===== src/rtl/pulse_meter_pkg.sv =====
// Shared types and constants for the pulse-width meter.
package pulse_meter_pkg;

  // Default counter width. Top-level instances may override it.
  localparam int CNT_W_DEF = 16;

  // Measurement FSM states.
  typedef enum logic {
    IDLE    = 1'b0,
    MEASURE = 1'b1
  } state_t;

  // One completed interval at the default counter width.
  // Narrower instances zero-extend their width into this struct.
  typedef struct packed {
    logic [CNT_W_DEF-1:0] width;
    logic                 level;
    logic                 sat;
  } meas_res_t;

endpackage


===== src/rtl/pulse_meter_if.sv =====
// Valid/ready result channel of the pulse-width meter.
interface pulse_meter_if #(
  parameter int CNT_W = 16
) ();

  logic             meas_valid;
  logic             meas_ready;
  logic [CNT_W-1:0] meas_width;
  logic             meas_level;
  logic             meas_sat;

  // The meter drives the result side.
  modport master (
    output meas_valid,
    output meas_width,
    output meas_level,
    output meas_sat,
    input  meas_ready
  );

  // The consumer accepts results.
  modport slave (
    input  meas_valid,
    input  meas_width,
    input  meas_level,
    input  meas_sat,
    output meas_ready
  );

endinterface


===== src/rtl/pulse_meter_bit_sync.sv =====
// Multi-flop synchroniser for a single asynchronous bit. The chain resets to 0.
module bit_sync #(
  parameter int STAGES = 2
) (
  input  logic clk,
  input  logic rst,
  input  logic d_i,
  output logic q_o
);

  logic [STAGES-1:0] chain_q;

  // The first stage captures the asynchronous input.
  always_ff @(posedge clk) begin
    if (rst) chain_q[0] <= 1'b0;
    else     chain_q[0] <= d_i;
  end

  // Each later stage re-samples the stage before it.
  for (genvar gi = 1; gi < STAGES; gi++) begin : g_stage
    always_ff @(posedge clk) begin
      if (rst) chain_q[gi] <= 1'b0;
      else     chain_q[gi] <= chain_q[gi-1];
    end
  end

  assign q_o = chain_q[STAGES-1];

endmodule


===== src/rtl/pulse_meter.sv =====
// Pulse-width meter. It synchronises a gate output and times every completed
// high/low interval in clock cycles. Each result goes out on a valid/ready
// channel.
module pulse_meter
  import pulse_meter_pkg::*;
#(
  parameter int CNT_W       = CNT_W_DEF,
  parameter int SYNC_STAGES = 2
) (
  input  logic          clk,
  input  logic          rst,
  input  logic          en,
  input  logic          sig_in,
  output logic          overrun,
  pulse_meter_if.master meas
);

  typedef struct packed {
    logic [CNT_W-1:0] width;
    logic             level;
    logic             sat;
  } res_t;

  localparam logic [CNT_W-1:0] CNT_MAX = '1;
  localparam logic [CNT_W-1:0] CNT_ONE = CNT_W'(1);

  logic             s;
  logic             s_d_q;
  logic             edge_det;

  state_t           state_q, state_d;
  logic [CNT_W-1:0] cnt_q, cnt_d;
  logic             sat_q, sat_d;

  logic             new_res;
  res_t             new_val;

  res_t             res_q, res_d;
  logic             valid_q, valid_d;
  logic             overrun_q, overrun_d;
  logic             transfer;
  logic             load;

  bit_sync #(.STAGES(SYNC_STAGES)) u_sync (
    .clk (clk),
    .rst (rst),
    .d_i (sig_in),
    .q_o (s)
  );

  // Keep a one-cycle-delayed copy of the synchronised level for edge detection.
  always_ff @(posedge clk) begin
    if (rst) s_d_q <= 1'b0;
    else     s_d_q <= s;
  end

  assign edge_det = s ^ s_d_q;

  // FSM, counter and saturation flag state.
  always_ff @(posedge clk) begin
    if (rst) begin
      state_q <= IDLE;
      cnt_q   <= '0;
      sat_q   <= 1'b0;
    end else begin
      state_q <= state_d;
      cnt_q   <= cnt_d;
      sat_q   <= sat_d;
    end
  end

  // Next-state logic. The first edge only arms the counter, because that
  // interval's start is unknown. Later edges close the running interval.
  always_comb begin
    state_d = state_q;
    cnt_d   = cnt_q;
    sat_d   = sat_q;
    new_res = 1'b0;
    new_val = '{width: cnt_q, level: s_d_q, sat: sat_q};

    if (!en) begin
      state_d = IDLE;
      cnt_d   = '0;
      sat_d   = 1'b0;
    end else begin
      unique case (state_q)
        IDLE: begin
          if (edge_det) begin
            state_d = MEASURE;
            cnt_d   = CNT_ONE;
            sat_d   = 1'b0;
          end
        end
        MEASURE: begin
          if (edge_det) begin
            new_res = 1'b1;
            cnt_d   = CNT_ONE;
            sat_d   = 1'b0;
          end else if (cnt_q != CNT_MAX) begin
            cnt_d = cnt_q + CNT_ONE;
            if (cnt_q + CNT_ONE == CNT_MAX) sat_d = 1'b1;
          end
        end
        default: state_d = IDLE;
      endcase
    end
  end

  // Result channel. A new result loads only into an empty or draining
  // register. Otherwise it is dropped and the sticky overrun flag is set.
  always_comb begin
    transfer  = valid_q & meas.meas_ready;
    load      = new_res & (~valid_q | transfer);
    res_d     = res_q;
    valid_d   = valid_q;
    overrun_d = overrun_q | (new_res & ~load);
    if (load) begin
      res_d   = new_val;
      valid_d = 1'b1;
    end else if (transfer) begin
      valid_d = 1'b0;
    end
  end

  // Result and handshake registers.
  always_ff @(posedge clk) begin
    if (rst) begin
      res_q     <= '0;
      valid_q   <= 1'b0;
      overrun_q <= 1'b0;
    end else begin
      res_q     <= res_d;
      valid_q   <= valid_d;
      overrun_q <= overrun_d;
    end
  end

  assign meas.meas_valid = valid_q;
  assign meas.meas_width = res_q.width;
  assign meas.meas_level = res_q.level;
  assign meas.meas_sat   = res_q.sat;
  assign overrun         = overrun_q;

endmodule


===== src/flat_wrapper.sv =====
// flat-port wrapper written by rule: the top's interface ports become plain ports
module pulse_meter_flat import pulse_meter_pkg::*;
#(
  parameter int CNT_W       = CNT_W_DEF,
  parameter int SYNC_STAGES = 2
)
  (clk, rst, en, sig_in, overrun, meas_meas_valid, meas_meas_width, meas_meas_level, meas_meas_sat, meas_meas_ready);
  pulse_meter_if #(.CNT_W(CNT_W)) meas_i ();
  input  logic clk;
  input  logic rst;
  input  logic en;
  input  logic sig_in;
  output logic overrun;
  output wire logic [$bits(meas_i.meas_valid)-1:0] meas_meas_valid;
  output wire logic [$bits(meas_i.meas_width)-1:0] meas_meas_width;
  output wire logic [$bits(meas_i.meas_level)-1:0] meas_meas_level;
  output wire logic [$bits(meas_i.meas_sat)-1:0] meas_meas_sat;
  input wire logic [$bits(meas_i.meas_ready)-1:0] meas_meas_ready;
  assign meas_meas_valid = meas_i.meas_valid;
  assign meas_meas_width = meas_i.meas_width;
  assign meas_meas_level = meas_i.meas_level;
  assign meas_meas_sat = meas_i.meas_sat;
  assign meas_i.meas_ready = meas_meas_ready;
  pulse_meter #(.CNT_W(CNT_W), .SYNC_STAGES(SYNC_STAGES)) u_core (.clk(clk), .rst(rst), .en(en), .sig_in(sig_in), .overrun(overrun), .meas(meas_i));
endmodule

===== config.mk =====
export PLATFORM = sky130hd
export DESIGN_NAME = pulse_meter_flat
export DESIGN_NICKNAME = d
export VERILOG_FILES = /design/src/rtl/pulse_meter_pkg.sv /design/src/rtl/pulse_meter_if.sv /design/src/rtl/pulse_meter_bit_sync.sv /design/src/rtl/pulse_meter.sv /design/src/flat_wrapper.sv
export SDC_FILE = /design/constraint.sdc
export NUM_CORES = 1
export LEC_CHECK = 0
export CORE_MARGIN = 1
export CORE_UTILIZATION = 47
export DETAILED_ROUTE_END_ITERATION = 7
export HOLD_SLACK_MARGIN = 0.15
export PLACE_DENSITY_LB_ADDON = 0.15
export RECOVER_POWER = 100
export SYNTH_ARGS = -nofsm -noshare
export SYNTH_HDL_FRONTEND = slang
export SYNTH_HIERARCHICAL = 1
export SYNTH_SLANG_ARGS = --single-unit

===== constraint.sdc =====
create_clock -name clk -period 1.85 [get_ports clk]
set_input_delay 0.185 -clock clk [delete_from_list [all_inputs] [get_ports clk]]
set_output_delay 0.185 -clock clk [all_outputs]
set_load 0.005 [all_outputs]

# Yosys cells after proc, flatten, opt, wreduce, memory -nomap -nowiden
# Index checks and enable logic that the tools add are counted.
[classes]
add_sub_neg = 1
n_eq_ne = 5
n_mux = 15
bitwise = 10
n_reduce_logical = 4
[op_table]
columns = ["op", "count"]
rows = [
  ["$mux 16", 3],
  ["$pmux 16 s2", 1],
  ["$add 16x1->16 const B", 1],
  ["$eq 16x16->1 const B", 1],
  ["$ne 16x16->1 const B", 1],
  ["$mux 1", 10],
  ["$ne 3x2->1 const B", 2],
  ["$not 1->1", 4],
  ["$and 1x1->1", 3],
  ["$reduce_and 3->1", 1],
  ["$ne 2x1->1 const B", 1],
  ["$or 1x1->1", 2],
  ["$pmux 1 s2", 1],
  ["$reduce_and 2->1", 1],
  ["$reduce_bool 2->1", 1],
  ["$reduce_or 2->1", 1],
  ["$xor 1x1->1", 1],
]
[totals]
ff_bits = 41
inputBits = 5
out_inout_bits = 20
elab_cells = 46

# Logic depth before layout (Yosys ltp)
# Gate-level depths: netlist of the first run.
[depth]
word_depth = 8
mapped_depth = 7
mapped_depth_nobuf = 6

# Hierarchy
# Netlist of the first run, hierarchy kept.
[by_module_without_submodules]
columns = ["mod", "instances", "cells_each", "area_per_inst_um2", "seq_area_each_um2"]
rows = [
  ["pulse_meter", 1, 204, 1739.2, 780.7],
  ["bit_sync", 1, 4, 52.6, 40.0],
]

# Worst setup path before layout of the first run
# OpenSTA, ideal clock, no wires.
[synth_timing]
path_kind = "register -> register"
start = "register u_core.cnt_q[0]"
end = "register u_core.cnt_q[11]"
setup_time_ns = 0.128
arrival_ns = 1.616
required_time_ns = 1.722
setup_slack_ns = 0.106
stages_incl_launch_ff = 8
path_buffers = 1
synth_period_minus_slack_ns = 1.744
cell_sequence = "dfxtp_1 > ha_1 > nand2_2 > or3_1 > buf_4 > o2111ai_1 > xor2_1 > nor2_1"
[synth_via]
elab_chain_cells = 4
elab_cells_between_ends = 7
classes_between = "add/sub: 1; eq/ne: 2; mux: 3; reduce/logical: 1"
[synth_rtl]
columns = ["element", "line_no", "text"]
rows = [
  ["start, declared", "pulse_meter.sv:32", "logic [CNT_W-1:0] cnt_q, cnt_d;"],
  ["start signal, assigned", "pulse_meter.sv:67", "cnt_q <= cnt_d;"],
  ["$add 16x1->16", "pulse_meter.sv:100", "cnt_d = cnt_q + CNT_ONE;"],
  ["$mux 16", "pulse_meter.sv:99", "end else if (cnt_q != CNT_MAX) begin"],
  ["$mux 16", "pulse_meter.sv:95", "if (edge_det) begin"],
  ["$pmux 16 s2", "pulse_meter.sv:86", "unique case (state_q)"],
]
# Parallel ways exist; a longest one is shown, timed or not. The select of a mux whose other input is x is not followed.
# A chain may end at the register's enable or synchronous reset.

# Worst setup path after layout of the first run
[layout_timing]
start = "register u_core.cnt_q[1]"
end = "register u_core.cnt_q[3]"
# The elaborated chain is that of the path after synthesis.

==> results.cfg, run 1 <==
[power_and_ir_drop]
vdd_drop_max_v = 0.0003787
p_leak_nw = 0.8108
power_density_mw_per_mm2 = 685.4

[placed_design]
gp_congestion = 0.8504
dpl_worst_slack_ps = 119.2
dp_hpwl_mm = 2.811
numPortBuffers = 24

[logic_synthesis]
synthesis.nets = 215
async_reset_ff_frac = 0
yosysWarnings = 6
yosysSeqAreaShare = 0.4581
ys_ff_latch = 41
synth_cells = 208
synth_edf_count = 0
synth_flop_cell = dfxtp_1
synth_area_per_cell_um2 = 8.614
netlist_area_mm2 = 0.001792
yosys.cell_types.count = 39

[global_routing]
first_global_vias = 1584
grt_max_degree = 24
antenna_found_initial = 0
grtUsageTotal = 0.2192
grt-ovfl-total = 0
grt_pass1_wl_mm = 6.941

[timing]
tns_ps = 0
fin_worst_skew_ps = 4.647
fmax_ghz = 0.5813
relSlewSlack = 0.3758
rsz0062_at_grt = false
layout_setup_ws_ps = 129.7
slew_viol_final = 0
worst_slew_pin_slew_ps = 936.2
fin_crit_sh = 0.9299
setup_viol = 0
period_needed_ps = 1720
hold_violations = 0

[run_status]
run_status = completed

[clock_network]
cts_root_buffer = clkbuf_8
cts_tree = done
clock-sinks = 41
cts_max_level = 2
cts_buffers = 5
clock_path_buffers = 2
path_clk_slew_ps = 80
clk_latency_ps = 290

[setup_path]
rr_worst_depth = 6
critPathKind = reg2reg
critPathSlowestCell = or3_4
start_kind = flop
r2r_end = u_core/cnt_q[3]$_SDFFE_PP0P_
crit_arrival_ps = 1910
cp-end-kind = flop
crit_chain = ha_1 > nand2_1 > or3_4 > o21ai_2 > nor3_1 > o21a_1
worstReg2RegStart = u_core/cnt_q[1]$_SDFFE_PP0P_
reg2reg_setup_slack_ps = 130
slowest_delay_ps = 460
crit_fanout = 8
crit_required_ps = 2040

[min_path]
holdPathEnd = u_core/u_sync/q_o$_SDFF_PP0_
hp-class = reg2reg
hp-start = u_core/u_sync/chain_q[0]$_SDFF_PP0_
holdPathStages = 1

[floorplanning]
ios = 25
die_height_um = 63.74
rows = 22
core_mm2 = 0.003661
start_util = 0.4894
die_area_mm2 = 0.004063
die_x_um = 63.74

[layout]
area_growth_pct = 23.25
multi_input_area_um2 = 895.9
ff_latch_area_um2 = 820.8
n_fill_cell = 332
nets = 249
drive_gt1_frac = 0.1276
diodes = 0

[detailed_routing]
first_pass_iters = 4
drc = 0
drt_iter0_drc = 70
vias = 1565
via_per_inst = 5.378
wl_per_cell_um = 13.36
ant_nets = 0
wl_mm = 3.887

[job]
drv_cap = 0
-- stage by stage --
stage | util | power (mW) | area (um^2) | hold slack (ps) | std cells
floorplan | - | 0.9438 | 1792 | 256.6 | 208
CTS | 0.6077 | 1.534 | 2225 | 445.7 | 291
finish | 0.6032 | 1.514 | 2208 | 444.3 | 291
global placement | 0.5841 | 0.9688 | 2138 | 419.6 | 283
global route | 0.6032 | 1.577 | 2208 | 452.8 | 291
detailed placement | 0.5841 | 0.9708 | 2138 | 427.6 | 283
-- layout make-up --
type                    count  share of cell area
well taps                  48             0.02720
multi-input cells         154              0.4057
clock buffers               5             0.03116
inverters                   3            0.005099
clock inverters             3            0.007932
flip-flops and latches     41              0.3717
repair buffers             37              0.1513
-- Yosys cell counts, types with 3 or more instances --
cell type   n  area [um^2]
clkbuf_1    5        18.77
nor2b_1     4        25.02
xnor2_1     4        35.03
nand4_1     6        37.54
xor2_1     10        87.58
and3_1      3        18.77
nand3_1     6        30.03
or3_1       4        25.02
inv_1       3        11.26
nor2_1     17        63.81
nand2_1    43        161.4
buf_4       3        22.52
dfxtp_1    41        820.8
a21oi_1    24        120.1
-- critical path: cells and delay by family (launching register included) --
kind	cells	cell delay [ps]
compound gates	2	450
fa+ha+maj	1	180
flops	1	360
simple gates	3	650
-- report_power, final --
part / leakage, nW / total [mW] / internal, mW / switching [mW]
Clock: 0.0439 / 0.566 / 0.260 / 0.306
Combinational: 0.436 / 0.0570 / 0.0231 / 0.0340
Sequential: 0.331 / 0.891 / 0.886 / 0.00433
-- worst max path at each step --
stage	start	depth (start not counted)	to
floorplan	u_core/cnt_q[0]$_SDFFE_PP0P_	7	u_core/cnt_q[11]$_SDFFE_PP0P_
global placement	en	6	u_core/sat_q$_SDFFE_PP0P_
finish	u_core/cnt_q[1]$_SDFFE_PP0P_	6	u_core/cnt_q[3]$_SDFFE_PP0P_
CTS	u_core/cnt_q[1]$_SDFFE_PP0P_	6	u_core/cnt_q[2]$_SDFFE_PP0P_
global route	u_core/cnt_q[1]$_SDFFE_PP0P_	6	u_core/cnt_q[3]$_SDFFE_PP0P_
detailed placement	u_core/cnt_q[0]$_SDFFE_PP0P_	6	u_core/cnt_q[5]$_SDFFE_PP0P_
-- placed cells by master (no fill, tap or decap), drive strengths merged, types with 2 or more instances in the layout --
master / synthesis / final
dfxtp: 41 / 41
o21a: 3 / 3
o211ai: 4 / 4
ha: 2 / 2
nand4: 6 / 6
nand3: 8 / 8
xnor2: 4 / 4
clkinv: 0 / 2
nor3: 3 / 3
nand2: 45 / 45
inv: 3 / 3
clkbuf: 5 / 6
or3: 4 / 4
nor2b: 4 / 4
xor2: 11 / 11
o31ai: 2 / 2
and3: 3 / 3
nor2: 18 / 18
clkdlybuf4s50: 0 / 3
a21oi: 24 / 24
o21ai: 3 / 3
buf: 5 / 12
dlygate4sd3: 0 / 21
nand2b: 2 / 2
-- metal layers --
layer / track usage / vias up / wire length (um)
met5: 0 / - / 0
met4: 0.09091 / 0 / 91
met3: 0.06429 / 11 / 160
met2: 0.3843 / 42 / 1925
met1: 0.2455 / 738 / 1709
li1: - / 774 / -
-- cells by family after synthesis --
kind of cell / after synthesis / synth area share
buffers and inverters: 13 / 0.03492
XOR/XNOR: 15 / 0.07751
AND/OR/NAND/NOR: 98 / 0.2689
AO/OA/AOI/OAI: 38 / 0.1411
flip-flops: 41 / 0.4581
multiplexers: 1 / 0.005587
adder cells (fa/ha/maj): 2 / 0.01396
-- repair_timing --
item	CTS	global route
setup buffers	0	0
gates resized for setup	0	1
hold buffers	0	0
setup endpoints to repair	0	6
(Power assumes the default switching activity.)
==> run 2, diff against run 1 <==
Settings changed: HOLD_SLACK_MARGIN 0.15 to not set.
==> results of run 2 <==
Final layout, timing and power as in run 1 (identical DEF).
